## config.mk

```make
export PLATFORM = sky130hd
export DESIGN_NAME = hdb_cmd_rx
export DESIGN_NICKNAME = d
export VERILOG_FILES = /design/src/rtl/hdb_cmd_rx_pkg.sv /design/src/rtl/hdb_cmd_rx_timeout_ctr.sv /design/src/rtl/hdb_cmd_rx.sv
export SDC_FILE = /design/constraint.sdc
export NUM_CORES = 1
export LEC_CHECK = 0
export BUFFER_PORTS_ARGS = -buffer_cell sky130_fd_sc_hd__buf_2
export CAP_MARGIN = 30
export CELL_PAD_IN_SITES_DETAIL_PLACEMENT = 1
export CELL_PAD_IN_SITES_GLOBAL_PLACEMENT = 1
export CORE_ASPECT_RATIO = 1.5
export CORE_MARGIN = 2
export CORE_UTILIZATION = 42
export DETAILED_ROUTE_END_ITERATION = 12
export PLACE_DENSITY_LB_ADDON = 0.1
export SLEW_MARGIN = 20
export SYNTH_ARGS = -nofsm -noshare
export SYNTH_HDL_FRONTEND = slang
export SYNTH_SLANG_ARGS = --single-unit
```

## constraint.sdc

```tcl
create_clock -name clk -period 2.1 [get_ports clk]
set_input_delay 0.525 -clock clk [delete_from_list [all_inputs] [get_ports clk]]
set_output_delay 0.525 -clock clk [all_outputs]
set_load 0.01 [all_outputs]
```

## src/rtl/hdb_cmd_rx_pkg.sv

```systemverilog
// Shared host-debug command definitions: command characters and argument lengths.
package hdb_cmd_rx_pkg;

    localparam logic [7:0] HDB_CMD_A       = 8'h41;  // 'A'
    localparam logic [7:0] HDB_CMD_B       = 8'h42;  // 'B'
    localparam logic [7:0] HDB_CMD_O       = 8'h4F;  // 'O'
    localparam logic [7:0] HDB_CMD_M       = 8'h4D;  // 'M'
    localparam logic [7:0] HDB_CMD_R       = 8'h72;  // 'r'
    localparam logic [7:0] HDB_CMD_TIMEOUT = 8'hFF;

    typedef enum logic [1:0] {
        ST_IDLE,
        ST_ARG,
        ST_HOLD
    } rx_state_e;

    function automatic logic [2:0] hdb_arg_len(input logic [7:0] c);
        logic [2:0] n;
        case (c)
            HDB_CMD_A: n = 3'd2;
            HDB_CMD_B: n = 3'd1;
            HDB_CMD_O,
            HDB_CMD_M,
            HDB_CMD_R: n = 3'd4;
            default:   n = 3'd0;
        endcase
        return n;
    endfunction

endpackage

```

## src/rtl/hdb_cmd_rx_timeout_ctr.sv

```systemverilog
// Saturating idle counter; expired_o flags the cycle that completes TIMEOUT_CYCLES idle cycles.
module hdb_timeout_ctr #(
    parameter int unsigned TIMEOUT_CYCLES = 1000,
    parameter int unsigned CNT_W          = $clog2(TIMEOUT_CYCLES + 1)
) (
    input  logic clk,
    input  logic rst_n,
    input  logic clr_i,
    input  logic en_i,
    output logic expired_o
);

    localparam logic [CNT_W-1:0] LAST = CNT_W'(TIMEOUT_CYCLES - 1);

    logic [CNT_W-1:0] cnt_q, cnt_d;

    always_comb begin
        cnt_d = cnt_q;
        if (clr_i) begin
            cnt_d = '0;
        end else if (en_i && (cnt_q != LAST)) begin
            cnt_d = cnt_q + 1'b1;
        end
    end

    always_ff @(posedge clk or negedge rst_n) begin
        if (!rst_n) begin
            cnt_q <= '0;
        end else begin
            cnt_q <= cnt_d;
        end
    end

    // Independent of clr_i so the caller may clear on its own state change without a loop.
    assign expired_o = en_i && (cnt_q == LAST);

endmodule

```

## src/rtl/hdb_cmd_rx.sv

```systemverilog
// Frames the host-debug byte stream into command + little-endian argument on a valid/ready
// handshake, synthesising the 0xFF timeout command while debug control is engaged.
module hdb_cmd_rx
    import hdb_cmd_rx_pkg::*;
#(
    parameter int unsigned TIMEOUT_CYCLES = 1000,
    parameter int unsigned CNT_W          = $clog2(TIMEOUT_CYCLES + 1)
) (
    input  logic        clk,
    input  logic        rst_n,
    input  logic        ctrlen,
    input  logic [7:0]  in_data,
    input  logic        in_valid,
    output logic        in_ready,
    output logic [7:0]  cmd,
    output logic [31:0] arg,
    output logic        cmd_valid,
    input  logic        cmd_ready,
    output logic        abort
);

    rx_state_e   state_q, state_d;
    logic [7:0]  cmd_q, cmd_d;
    logic [31:0] arg_q, arg_d;
    logic [2:0]  len_q, len_d;
    logic [1:0]  idx_q, idx_d;
    logic        abort_q, abort_d;
    logic        acc, tmo_clr, tmo_en, tmo;

    assign in_ready = (state_q != ST_HOLD);
    assign acc      = in_valid && in_ready;

    // An accepted byte always beats an expiring counter; ctrlen low or any state change resets it.
    assign tmo_en  = ctrlen && !acc && (state_q != ST_HOLD);
    assign tmo_clr = acc || !ctrlen || (state_q == ST_HOLD) || (state_d != state_q);

    hdb_timeout_ctr #(
        .TIMEOUT_CYCLES (TIMEOUT_CYCLES),
        .CNT_W          (CNT_W)
    ) u_tmo (
        .clk       (clk),
        .rst_n     (rst_n),
        .clr_i     (tmo_clr),
        .en_i      (tmo_en),
        .expired_o (tmo)
    );

    always_comb begin
        state_d = state_q;
        cmd_d   = cmd_q;
        arg_d   = arg_q;
        len_d   = len_q;
        idx_d   = idx_q;
        abort_d = 1'b0;
        case (state_q)
            ST_IDLE: begin
                if (acc) begin
                    cmd_d   = in_data;
                    arg_d   = '0;
                    idx_d   = '0;
                    len_d   = hdb_arg_len(in_data);
                    state_d = (hdb_arg_len(in_data) == 3'd0) ? ST_HOLD : ST_ARG;
                end else if (tmo) begin
                    cmd_d   = HDB_CMD_TIMEOUT;
                    arg_d   = '0;
                    state_d = ST_HOLD;
                end
            end
            ST_ARG: begin
                if (acc) begin
                    arg_d = arg_q | (32'(in_data) << {idx_q, 3'b000});
                    idx_d = idx_q + 2'd1;
                    if (({1'b0, idx_q} + 3'd1) == len_q) begin
                        state_d = ST_HOLD;
                    end
                end else if (tmo) begin
                    abort_d = 1'b1;
                    cmd_d   = '0;
                    arg_d   = '0;
                    state_d = ST_IDLE;
                end
            end
            ST_HOLD: begin
                if (cmd_ready) begin
                    state_d = ST_IDLE;
                end
            end
            default: state_d = ST_IDLE;
        endcase
    end

    always_ff @(posedge clk or negedge rst_n) begin
        if (!rst_n) begin
            state_q <= ST_IDLE;
            cmd_q   <= '0;
            arg_q   <= '0;
            len_q   <= '0;
            idx_q   <= '0;
            abort_q <= 1'b0;
        end else begin
            state_q <= state_d;
            cmd_q   <= cmd_d;
            arg_q   <= arg_d;
            len_q   <= len_d;
            idx_q   <= idx_d;
            abort_q <= abort_d;
        end
    end

    assign cmd       = cmd_q;
    assign arg       = arg_q;
    assign cmd_valid = (state_q == ST_HOLD);
    assign abort     = abort_q;

endmodule

```

==> impl_results.rst <==
.. list-table::
   :header-rows: 1

   * - Metric
     - Value
   * - Outcome
     - finished clean
   * - Vias per Instance
     - between 5 and 6
   * - Required time reported for the critical path endpoint
     - 2.33 ns
   * - Max-slew violation total from the final report
     - 0
   * - Synthesis Warnings
     - 0
   * - Routed wire per std cell
     - 16.8 um
   * - Flip-flop and latch count after synthesis
     - 58
   * - First-pass GRT wire length
     - 10.2 mm
   * - First-pass detailed-route iteration total
     - 4
   * - Antenna-violating nets left
     - 0
   * - Final core utilization
     - 52.4%
   * - Number of synthesized flops with an enable pin
     - 0
   * - Core area
     - approximately 6000 um2
   * - Power consumption
     - 0.00249 W
   * - Launching element type of the critical path
     - flip-flop
   * - Fin Setup TNS
     - 0 ns
   * - Count of hold buffers inserted by post-cts repair
     - 0
   * - Maximum number of pins on one net before global-route repair
     - 59
   * - Cts bufs inserted
     - 9
   * - Number of sinks on the clock net
     - a little under 60
   * - Final hold vios
     - 0
   * - Fraction of registers with async set or reset after synthesis
     - 100%
   * - Worst ir drop on vdd
     - 511 uV
   * - Overall via count from detail_route
     - 1,994
   * - Synthesized netlist cell count
     - 227
   * - Layout area overhead
     - 21.6%
   * - Fraction of final layout cells with drive strength greater than 1
     - about a third
   * - R2R setup slack
     - 0.24 ns
   * - Share of the clock period used by the worst path
     - between 80% and 90%
   * - Final-stage net count
     - a little over 300
   * - Max-cap violations
     - 0
   * - Resized Gates After CTS
     - 0
   * - Arrival time of data at the critical path endpoint
     - 2.09 ns
   * - Placed wire-length estimate after detailed placement
     - 4.46 mm
   * - Critical-path top delay cell
     - sky130_fd_sc_hd__nor4_2
   * - Class of the most critical hold timing path
     - in -> async
   * - Final Routed Wirelength
     - 6.19 mm
   * - Per-instance average area after synthesis
     - 11.6 um2
   * - Gr usage total
     - 19.7%
   * - Nets in the synthesized netlist
     - 242
   * - Cell repeated most along the worst path
     - sky130_fd_sc_hd__nor4_2
   * - Path type of the worst setup path
     - reg -> reg
   * - Post-detailed-route DRC marker count
     - 0
   * - CTS tree
     - done
   * - Die height
     - about 100 um
   * - H-Tree Depth
     - 3
   * - Initial antenna violation count
     - 0
   * - Count of distinct cell types in the synthesized netlist
     - 41
   * - Clock latency on the worst-skew pair
     - 0.33 ns
   * - Crit end category
     - flip-flop
   * - Static leakage
     - between 1.5 and 2 nW
   * - Sequential cell area fraction in the yosys report
     - 55.3%
   * - Count of buffers added by post-CTS timing repair for setup
     - 0
   * - Fin crit period
     - 1.86 ns
   * - Post-synthesis cell area
     - 2630 um2
   * - Iteration-0 DRC Markers
     - 88
   * - Bufs on Longest Clock Path
     - 2
   * - Sum of overflow across all layers after global routing
     - 0
   * - Max transition margin
     - 66.7%
   * - CTS root buffer
     - sky130_fd_sc_hd__clkbuf_8
   * - Commonest non-fill, non-tap cell in the layout
     - sky130_fd_sc_hd__dfrtp_1
   * - Clock skew after layout
     - between 0.006 and 0.007 ns
   * - Worst path max stage delay
     - between 0.4 and 0.5 ns
   * - Width of the die
     - between 60 and 70 um
   * - Final RePlAce weighted congestion
     - 0.705
   * - Primary FF master, synth
     - sky130_fd_sc_hd__dfrtp_1
   * - Antenna cell count
     - 0
   * - Number of buffers inserted by port buffering
     - 55
   * - Top library cells by usage in the layout, fill and taps aside
     - sky130_fd_sc_hd__dfrtp_1, sky130_fd_sc_hd__buf_2, sky130_fd_sc_hd__a22o_1, sky130_fd_sc_hd__nor2_1, sky130_fd_sc_hd__nand2_1
   * - Measured slew at the worst slew-check pin
     - 0.497 ns
   * - Reg clk slew, reported paths
     - 0.07 ns
   * - Cells along the critical path
     - ha_1, nand4bb_4, nor4_2, buf_4, nor3_1, nor4_2
   * - Timing-limited maximum frequency
     - about 0.54 GHz
   * - Power density relative to cell area
     - 779 nW/um2
   * - Die area
     - roughly 6900 um2
   * - Count of standard-cell rows
     - 35
   * - Number of setup violations in the final report
     - 0
   * - Number of primary I/O pins
     - 56
   * - Starting density of the core
     - 43.1%
   * - Critical path fanouts, max
     - 8
   * - Via count of the first global-routing pass
     - 2,009
   * - Setup repair after global routing missed its margin
     - no
routing by layer:
metal	GRT usage, %	vias to the layer above	routed length, um
met5	0	-	0
met4	6.00	0	72
met3	4.13	6	244
met2	31.3	47	3080
met1	26.8	991	2800
li1	-	950	-
through the flow:
| stage | area [um2] | setup WS, ns | hold slack, ns | std cells |
|---|---|---|---|---|
| 2_1_floorplan | 2630 | 0.325 | 0.229 | 227 |
| 3_3_place_gp | 3020 | 0.204 | 0.445 | 353 |
| 3_5_place_dp | 3020 | 0.191 | 0.460 | 353 |
| 4_1_cts | 3190 | 0.223 | 0.202 | 369 |
| 5_1_grt | 3190 | 0.0585 | 0.202 | 369 |
| 6_report | 3190 | 0.245 | 0.186 | 369 |
cells in the mapped netlist, drive strengths merged, types with 2 or more instances:
cell type	instances	share of area [%]
nor4	10	5.1
nand2b	2	0.57
o21ai	5	0.95
nor3	13	2.7
buf	9	2.6
xnor2	6	2.0
inv	3	0.43
nor2	30	4.3
nand3	4	0.76
nor2b	3	0.72
and3	4	0.95
clkbuf	7	1.0
dfrtp	58	55
nand2	14	2.0
xor2	4	1.3
a21oi	3	0.72
ha	2	0.95
nor3b	2	0.95
a22o	32	11
o22ai	2	0.48
final timing paths:
path,startpoint,endpoint,cells after the start
max,u_tmo.cnt_q[0]$_DFFE_PN0P_,cmd[6]$_DFFE_PN0P_,6
min,rst_n,arg[0]$_DFFE_PN0P_,2
max reg2reg,u_tmo.cnt_q[0]$_DFFE_PN0P_,cmd[6]$_DFFE_PN0P_,6
min reg2reg,u_tmo.cnt_q[0]$_DFFE_PN0P_,u_tmo.cnt_q[0]$_DFFE_PN0P_,1
max in group asynchronous,rst_n,len_q[1]$_DFFE_PN0P_,2
min in group clk,u_tmo.cnt_q[0]$_DFFE_PN0P_,u_tmo.cnt_q[0]$_DFFE_PN0P_,1
area by class of cell:
class	instances	area [um2]
tap	74	92.6
multi-input combinational	150	1070
timing repair buffer	68	398
clock inverter	5	30.0
inverter	3	11.3
sequential	58	1450
clock buffer	11	141
fill	677	2900
critical path, delay by kind of cell, from the launching register on:
family | cells | cell delay, ns
simple gates | 4 | 0.90
flops | 1 | 0.37
buf+inv | 1 | 0.23
fa+ha+maj | 1 | 0.25
state kept, by name (all words and copies together) (netlist names):
signal and cells:
u_tmo.cnt_q 10, state_q 2, abort 1, idx_q 2, cmd 8, arg 32, len_q 3
power by group:
part / internal, W / switching (W)
sequential: 0.00117 / 0.0000493
clock: 0.000454 / 0.000444
combinational: 0.000145 / 0.000221
cells by family (layout without fill, tap and decap cells):
logic type      after synthesis  in the layout  share of synthesized area [%]
flops                        58             58                           55.3
xor+xnor                     10             10                           3.34
compound gates               48             48                           15.0
buf+inv                      19             87                           4.05
fa+ha+maj                     2              2                          0.953
simple gates                 90             90                           21.4
(Power assumes the default switching activity.)
